**src/rtl/spi_byte_engine.sv**
```systemverilog
// SPI mode-0 byte shifter driven by strobed commands from the ctrl-code decoder.
// Optional LSB-first support is enabled by defining SPI_LSBFIRST_EN.
module spi_byte_engine #(
    parameter int              DIVW      = 4,
    parameter logic [DIVW-1:0] DIV_RESET = '0
) (
    input  logic       CLKx4,
    input  logic       nRESET,
    input  logic       nSTB,
    input  logic [1:0] CMD,
    input  logic [7:0] DIN,
    input  logic [2:0] MISO,
    output logic       MOSI,
    output logic       SCK,
    output logic [1:0] nSS,
    output logic [7:0] DOUT,
    output logic       BUSY,
    output logic       ERR
);

    typedef enum logic [1:0] {IDLE, LOW, HIGH, DONE} state_t;

    localparam logic [1:0]      C_NOP = 2'b00;
    localparam logic [1:0]      C_SEL = 2'b01;
    localparam logic [1:0]      C_XFR = 2'b10;
    localparam logic [1:0]      C_CFG = 2'b11;
    localparam logic [DIVW-1:0] ONE   = {{(DIVW-1){1'b0}}, 1'b1};

    logic            stb_s1, stb_s2, stb_d, ev_q;
    logic [1:0]      cmd_q;
    logic [7:0]      din_q;
    logic            cmd_ev, misox;

    state_t          state, state_n;
    logic [DIVW-1:0] div_r, div_n, divcnt, divcnt_n;
    logic [2:0]      bitcnt, bitcnt_n;
    logic [7:0]      shreg, shreg_n, dout_n;
    logic            rx_bit, rx_n;
    logic            sck_n, mosi_n, busy_n, err_n;
    logic [1:0]      nss_n;
    logic            lsbf;
`ifdef SPI_LSBFIRST_EN
    logic            lsbf_n;
`else
    assign lsbf = 1'b0;
`endif

    // Falling edge of the synchronized strobe; command fields are captured with it.
    assign cmd_ev = stb_d & ~stb_s2;
    assign misox  = (MISO[0] & ~nSS[0]) | (MISO[1] & ~nSS[1]) | (MISO[2] & nSS[0] & nSS[1]);

    always_ff @(posedge CLKx4 or negedge nRESET) begin
        if (!nRESET) begin
            stb_s1 <= 1'b1;
            stb_s2 <= 1'b1;
            stb_d  <= 1'b1;
            ev_q   <= 1'b0;
            cmd_q  <= C_NOP;
            din_q  <= 8'h00;
        end else begin
            stb_s1 <= nSTB;
            stb_s2 <= stb_s1;
            stb_d  <= stb_s2;
            ev_q   <= cmd_ev;
            if (cmd_ev) begin
                cmd_q <= CMD;
                din_q <= DIN;
            end
        end
    end

    always_ff @(posedge CLKx4 or negedge nRESET) begin
        if (!nRESET) begin
            state  <= IDLE;
            div_r  <= DIV_RESET;
            divcnt <= '0;
            bitcnt <= 3'd0;
            shreg  <= 8'h00;
            rx_bit <= 1'b0;
            SCK    <= 1'b0;
            MOSI   <= 1'b1;
            nSS    <= 2'b11;
            DOUT   <= 8'h00;
            BUSY   <= 1'b0;
            ERR    <= 1'b0;
`ifdef SPI_LSBFIRST_EN
            lsbf   <= 1'b0;
`endif
        end else begin
            state  <= state_n;
            div_r  <= div_n;
            divcnt <= divcnt_n;
            bitcnt <= bitcnt_n;
            shreg  <= shreg_n;
            rx_bit <= rx_n;
            SCK    <= sck_n;
            MOSI   <= mosi_n;
            nSS    <= nss_n;
            DOUT   <= dout_n;
            BUSY   <= busy_n;
            ERR    <= err_n;
`ifdef SPI_LSBFIRST_EN
            lsbf   <= lsbf_n;
`endif
        end
    end

    always_comb begin
        state_n  = state;
        div_n    = div_r;
        divcnt_n = divcnt;
        bitcnt_n = bitcnt;
        shreg_n  = shreg;
        rx_n     = rx_bit;
        sck_n    = SCK;
        mosi_n   = MOSI;
        nss_n    = nSS;
        dout_n   = DOUT;
        busy_n   = BUSY;
        err_n    = ERR;
`ifdef SPI_LSBFIRST_EN
        lsbf_n   = lsbf;
`endif
        case (state)
            IDLE: begin
                if (ev_q) begin
                    case (cmd_q)
                        C_SEL: begin
                            nss_n = din_q[1:0];
                            err_n = 1'b0;
                        end
                        C_XFR: begin
                            shreg_n  = din_q;
                            mosi_n   = lsbf ? din_q[0] : din_q[7];
                            busy_n   = 1'b1;
                            bitcnt_n = 3'd0;
                            divcnt_n = div_r;
                            state_n  = LOW;
                        end
                        C_CFG: begin
                            div_n = din_q[DIVW-1:0];
`ifdef SPI_LSBFIRST_EN
                            lsbf_n = din_q[7];
`endif
                        end
                        default: ;
                    endcase
                end
            end
            LOW: begin
                if (divcnt == '0) begin
                    sck_n    = 1'b1;
                    rx_n     = misox;
                    divcnt_n = div_r;
                    state_n  = HIGH;
                end else begin
                    divcnt_n = divcnt - ONE;
                end
            end
            HIGH: begin
                if (divcnt == '0) begin
                    sck_n = 1'b0;
                    // The sample is merged on the falling edge so the outgoing bit is never overwritten early.
                    shreg_n = lsbf ? {rx_bit, shreg[7:1]} : {shreg[6:0], rx_bit};
                    if (bitcnt == 3'd7) begin
                        state_n = DONE;
                    end else begin
                        mosi_n   = lsbf ? shreg[1] : shreg[6];
                        bitcnt_n = bitcnt + 3'd1;
                        divcnt_n = div_r;
                        state_n  = LOW;
                    end
                end else begin
                    divcnt_n = divcnt - ONE;
                end
            end
            DONE: begin
                dout_n  = shreg;
                busy_n  = 1'b0;
                mosi_n  = 1'b1;
                state_n = IDLE;
            end
            default: state_n = IDLE;
        endcase
        if (state != IDLE && ev_q && cmd_q != C_NOP)
            err_n = 1'b1;
    end

endmodule

```
**config.mk**
```make
export PLATFORM = sky130hd
export DESIGN_NAME = spi_byte_engine
export DESIGN_NICKNAME = d
export VERILOG_FILES = /design/src/rtl/spi_byte_engine.sv
export SDC_FILE = /design/constraint.sdc
export NUM_CORES = 1
export LEC_CHECK = 0
export ABC_AREA = 1
export BUFFER_PORTS_ARGS = -buffer_cell sky130_fd_sc_hd__buf_2
export CAP_MARGIN = 20
export CORE_MARGIN = 4
export CORE_UTILIZATION = 50
export CTS_BUF_LIST = sky130_fd_sc_hd__clkbuf_8
export DETAILED_ROUTE_END_ITERATION = 8
export GPL_TIMING_DRIVEN = 0
export PLACE_DENSITY = 0.74
export SYNTH_ARGS = -nofsm -noshare
export SYNTH_HDL_FRONTEND = slang
export SYNTH_SLANG_ARGS = --single-unit
```
**constraint.sdc**
```tcl
create_clock -name CLKx4 -period 1.6 [get_ports CLKx4]
set_input_delay 0.16 -clock CLKx4 [delete_from_list [all_inputs] [get_ports CLKx4]]
set_output_delay 0.16 -clock CLKx4 [all_outputs]
set_load 0.01 [all_outputs]
```
==> metrics.md, run 1 <==
| Metric | Value |
|---|---|
| Outcome | finished clean |
| Fin area | 2720 µm² |
| Setup CP Type | flop to flop |
| Standard-cell rows | 24 |
| Sequential Area | 1260 µm² |
| Fillers | 379 |
| Multi-input gate area | 975 µm² |
| CP Max Fanout | 5 |
| Hold Path End | din_q[7] |
| Final Hold Fails | 0 |
| Critical path data arrival time | 1700 ps |
| Avg Cell Area, Syn | 8.45 µm² |
| Layout net count | 344 |
| Leak Pwr | 1.47 nW |
| Nature of the critical path endpoint | flop |
| Hold Crit Start | DIN[7] |
| Synth Cell Area | about 2400 µm² |
| DR vias/cell | 4.99 |
| Yosys cell types | 26 |
| Worst reg2reg setup slack | around 100 ps |
| H-Tree Depth | 2 |
| Die height | 76.8 µm |
| Worst Reg-to-Reg Cells | 7 |
| # diodes | 0 |
| Seq cells post-synth | 50 |
| Drc violations | 0 |
| Total track usage | 0.166 |
| CP max stage cell | dfrtp_1 |
| TritonCTS clock tree | done |
| PwrDens | 1820 nW/µm² |
| Ys flop type | dfrtp_1 |
| Vias | roughly 1,900 |
| Tcrit/Tclk final | 0.937 |
| Final setup viols | 0 |
| Die Span X | 76.8 µm |
| Fmax | 667 MHz |
| Syn. warnings | 0 |
| CTS root buf | clkbuf_8 |
| WHS | roughly 55 ps |
| Met3 WL | 214 µm |
| Latest clock arrival within the worst-skew pair | 300 ps |
| Layout cells sized above 1 | 0.194 |
| First-pass GRT wire length | 7870 µm |
| Top sig layer | met4 |
| Worst-path cell chain | inv_1 -> ha_4 -> inv_1 -> nand2_4 -> nand4_1 -> nand2_1 -> nand2_1 |
| Core Area | 4470 µm² |
| Total CTS buffers | 5 |
| Wire per inst | 12.0 µm |
| Setup TNS | 0 ps |
| RD Place Congestion | ~0.84 |
| RR Endpoint | bitcnt[2] |
| RSZ-0062 raised after global routing | yes |
| WHS Path Cells | 3 |
| Final Critical Period | 1500 ps |
| Clock slew at reported path FFs | 90 ps |
| Antenna-violating nets left | 0 |
| Syn-to-layout area delta | 15.0% |
| Largest net degree at the start of global routing | 51 |
| Reg2reg start | state[1] |
| Post-Synthesis Net Count | 305 |
| Num Clock Sinks | 50 |
| Worst endpoint required time | 1800 ps |
| Post-synthesis cell count | 280 |
| Critical Path Source Type | flop |
| Initial Util | 0.529 |
| Ys async rst share | 1.00 |
| Worst Tran Pin Value | 401 ps |
| Vias in the first global route | 1,725 |
| Full die area | about 5900 µm² |
| Pre-antenna DRT Iters | 4 |
| Longest Clk Path Bufs | 2 |
| Relative slew slack | 0.733 |
| Wl on met1 | 2140 µm |
| Final WL | 4480 µm |
| Placement-stage cell area | 2570 µm² |
| Metal2 WL | 2060 µm |
| Initial antenna violation count | 0 |
| Starting DRT DRC Count | 138 |
| Grt ovf | 0 |
| Worst Hold Class | input pin to flop |
| Max-Cap Viols | 0 |
| Maximum VDD drop | between 1 and 1.5 mV |
| I/O Pins | 30 |
| EDFF count, synth | 0 |
| Port bufs | 29 |
| HPWL after DPL | 3100 µm |
| Post-synthesis sequential area ratio | 0.532 |
| Setup Skew | about 5.5 ps |
| Final Max Slew Viols | 0 |
| Largest stage delay on the critical path | between 400 and 500 ps |
[flip-flops by register name, summed over array words and instances (netlist names)]
signal / count
DOUT: 8
din_q: 8
shreg: 8
div_r: 4
divcnt: 4
bitcnt: 3
cmd_q: 2
nSS: 2
state: 2
BUSY: 1
ERR: 1
MOSI: 1
SCK: 1
ev_q: 1
rx_bit: 1
stb_d: 1
stb_s1: 1
stb_s2: 1
[layer usage]
metal,vias to the layer above,GRT usage
li1,957,-
met5,-,0
met3,5,0.0445
met2,40,0.256
met1,854,0.226
met4,0,0.0562
[cell families after synthesis]
kind of cell,share of synthesized area
AOI/OAI and AO/OA,0.0751
and+or+nand+nor,0.283
adders and majority gates,0.0476
buffers and inverters,0.0619
DFF,0.532
[worst max-delay path by stage]
stage / start / endpoint / slack [ps]
finish: state[1] / bitcnt[2] / 100
detailed placement: state[0] / shreg[1] / -9
floorplan: state[0] / state[0] / 200
CTS: state[0] / shreg[1] / 30
global route: state[1] / bitcnt[2] / -5
global placement: state[1] / bitcnt[0] / 30
[metrics by stage]
step | cells | utilization | worst slack (ps) | power [mW]
2_1_floorplan | 280 | - | 197 | 3.62
3_3_place_gp | 361 | 0.576 | 28.4 | 4.15
3_5_place_dp | 361 | 0.576 | -9.07 | 4.20
4_1_cts | 370 | 0.598 | 30.4 | 4.94
5_1_grt | 372 | 0.608 | -5.12 | 5.42
6_report | 372 | 0.608 | 101 | 4.95
[layout make-up]
cell class                 count  area share
clock inverter                 3     0.00552
tap                           52      0.0239
sequential                    50       0.463
clock buffer                   5      0.0253
multi-input combinational    193       0.358
timing repair buffer          32      0.0681
inverter                      32      0.0451
buffer                         5      0.0106
[worst max-delay path: cells and delay by family (launching register included)]
family / cells / cell delay (ps)
adders and majority gates: 1 / 200
buffers and inverters: 2 / 290
DFF: 1 / 440
and+or+nand+nor: 4 / 450
[Yosys cell counts, types with 2 or more instances]
cell,number,area (µm²)
o21ai_0,26,130
nand4_1,4,25.0
a21oi_1,2,10.0
ha_1,9,113
nand2_4,5,56.3
buf_2,4,20.0
inv_1,29,109
dfrtp_1,44,1100
nand2_1,121,454
dfstp_2,6,158
nand3_1,7,35.0
nor2_1,9,33.8
[cells in the final DEF, fill, tap and decap left out, types with 2 or more instances in the layout]
cell / n
a21oi_1: 2
buf_2: 31
clkbuf_8: 5
dfrtp_1: 43
dfstp_2: 6
dlygate4sd3_1: 2
ha_1: 7
inv_1: 30
inv_2: 2
nand2_1: 121
nand2_4: 5
nand3_1: 7
nand4_1: 4
nor2_1: 9
o21ai_0: 26
[repair_timing]
item	CTS	global route
setup endpoints to repair	11	17
setup buffers	0	0
endpoints found under the hold margin	1	15
gates cloned	0	0
hold buffers	1	1
resized for setup	2	5
[report_power, final]
group          leakage [nW]  total [mW]  switching, mW  internal (mW)
clock                0.0467       0.704          0.407          0.297
combinational         0.802        2.21           1.39          0.820
sequential            0.616        2.04          0.292           1.74
Note: power is estimated with default switching activity, not from simulation.
==> run 2: changes to the inputs <==
--- a/config.mk
+++ b/config.mk
@@ -8,10 +8,12 @@
 export ABC_AREA = 1
 export BUFFER_PORTS_ARGS = -buffer_cell sky130_fd_sc_hd__buf_2
 export CAP_MARGIN = 20
+export CORE_ASPECT_RATIO = 1.25
 export CORE_MARGIN = 4
 export CORE_UTILIZATION = 50
 export CTS_BUF_LIST = sky130_fd_sc_hd__clkbuf_8
 export DETAILED_ROUTE_END_ITERATION = 8
+export GPL_ROUTABILITY_DRIVEN = 0
 export GPL_TIMING_DRIVEN = 0
 export PLACE_DENSITY = 0.74
 export SYNTH_ARGS = -nofsm -noshare
==> constraint.sdc (replaced) <==
create_clock -name CLKx4 -period 1.6 [get_ports CLKx4]
set_input_delay 0.16 -clock CLKx4 [delete_from_list [all_inputs] [get_ports CLKx4]]
set_output_delay 0.16 -clock CLKx4 [all_outputs]
set_load 0.005 [all_outputs]
==> metrics.md, run 2 (synthesis results as in run 1) <==
| Metric | Value |
|---|---|
| Placement-stage cell area | ~2600 µm² |
| Total CTS buffers | 5 |
| Setup Skew | 4.02 ps |
| Hold Crit Start | CMD[1] |
| TritonCTS clock tree | done |
| Largest net degree at the start of global routing | 51 |
| Drc violations | 0 |
| Vias | 1,875 |
| Antenna-violating nets left | 0 |
| Final setup viols | 0 |
| Worst endpoint required time | around 1800 ps |
| WHS Path Cells | 3 |
| Commonest non-fill, non-tap cell in the layout | nand2_1 |
| Syn-to-layout area delta | 18.0% |
| Final Max Slew Viols | 0 |
| Critical Path Source Type | flop |
| CTS root buf | clkbuf_8 |
| RR Endpoint | bitcnt[0] |
| Psw | 2.08 mW |
| Tcrit/Tclk final | 0.928 |
| Wire per inst | 12.3 µm |
| Clk pwr share | 0.169 |
| Maximum VDD drop | 1.04 mV |
| First-pass GRT wire length | 8120 µm |
| Worst Tran Pin Value | 361 ps |
| Fillers | 380 |
| Die height | 84.9 µm |
| Total power | 5.17 mW |
| # diodes | 0 |
| Latest clock arrival within the worst-skew pair | 300 ps |
| Pre-antenna DRT Iters | 4 |
| Largest regs | DOUT (8), din_q (8), shreg (8) |
| Core Area | 4490 µm² |
| Layout cells sized above 1 | 0.217 |
| Final worst slack | 115 ps |
| PwrDens | ~1900 nW/µm² |
| Pre-CTS setup slack | -4.84 ps |
| Nature of the critical path endpoint | flop |
| Most frequent cells in the layout | nand2_1 (120), dfrtp_1 (43), buf_2 (31), inv_1 (28), o21ai_0 (26) |
| Relative slew slack | 0.759 |
| Longest Clk Path Bufs | 2 |
| Clock slew at reported path FFs | 90 ps |
| Reg2reg start | divcnt[0] |
| Port bufs | 29 |
| Total track usage | 0.167 |
| Vias in the first global route | 1,872 |
| Combinational share of power | 0.437 |
| DR vias/cell | 4.93 |
| Initial Util | 0.526 |
| Worst Reg-to-Reg Cells | 7 |
| H-Tree Depth | 2 |
| Setup CP Type | flop to flop |
| Hold Path End | cmd_q[1] |
| HPWL after DPL | around 3300 µm |
| Final WL | 4680 µm |
| Critical path data arrival time | 1680 ps |
| Outcome | finished clean |
| CP Max Fanout | 8 |
| Final design utilization | 0.621 |
| I/O Pins | 30 |
| Fmax | 673 MHz |
| Initial antenna violation count | 0 |
| Sequential share of power | 0.394 |
| Layout net count | 346 |
| Fin area | 2790 µm² |
| Final Hold Fails | 0 |
| Standard-cell rows | 27 |
| Die Span X | between 60 and 70 µm |
| RSZ-0062 raised after global routing | yes |
| Max-Cap Viols | 0 |
| Leak Pwr | 1.48 nW |
| Full die area | 5900 µm² |
| Starting DRT DRC Count | 77 |
| P_int | 3.08 mW |
| Worst Hold Class | input pin to flop |
| Sw frac | 0.403 |
| WHS | 52.2 ps |
| Final Critical Period | roughly 1500 ps |
| Grt ovf | 0 |
| Num Clock Sinks | 50 |
| Worst reg2reg setup slack | 110 ps |
==> run 2: worst max-delay path, stage by stage, from the launching register on <==
cell,delay (ps)
dfrtp_1,400
inv_1,160
ha_4,180
nand3_4,130
nand2_2,120
nand4_1,200
nand2_1,130
nand2_1,50
==> run 2: layout make-up <==
class                           instances  area [µm²]  area share
Sequential cell                        50        1260       0.452
Multi-Input combinational cell        193         992       0.356
Timing Repair Buffer                   34         200      0.0717
Inverter                               32         126      0.0453
Tap cell                               58        72.6      0.0260
Clock buffer                            5        68.8      0.0247
Clock inverter                          3        41.3      0.0148
Buffer                                  5        28.8      0.0103
==> run 2: power by group through the flow <==
stage,clock [mW],sequential (mW),combinational (mW)
finish,0.874,2.03,2.26
global route,0.956,2.10,2.61
global placement,0,2.04,2.03
floorplan,0,2.01,1.54
detailed placement,0,2.05,2.10
CTS,0.890,2.03,2.12
==> run 2: stage by stage <==
stage          std cells  setup TNS (ps)
2_1_floorplan        280               0
3_3_place_gp         367               0
3_5_place_dp         367           -10.7
4_1_cts              376               0
5_1_grt              380           -18.2
6_report             380               0
==> run 2: repair_timing <==
item,in CTS,in global routing
setup buffers,0,2
endpoints found under the hold margin,1,11
pin swaps,0,2
gates resized for setup,2,12
hold buffers,1,1
endpoints found under the setup margin,7,18
==> run 2: routing by layer <==
metal | track usage | vias up | routed length [µm]
met5 | 0 | - | 0
met4 | 0.0622 | 0 | 61
met3 | 0.0308 | 6 | 152
met2 | 0.301 | 30 | 2510
met1 | 0.197 | 885 | 1960
li1 | - | 954 | -
==> run 2: worst max path at each step <==
| stage | to | depth (start not counted) | from | slack, ps |
|---|---|---|---|---|
| 3_5_place_dp | shreg[4] | 7 | state[0] | -5 |
| 6_report | bitcnt[0] | 7 | divcnt[0] | 110 |
| 4_1_cts | shreg[0] | 7 | state[0] | 40 |
| 5_1_grt | shreg[5] | 7 | state[0] | -10 |
| 2_1_floorplan | state[0] | 6 | state[0] | 200 |
| 3_3_place_gp | shreg[4] | 7 | state[0] | 4 |
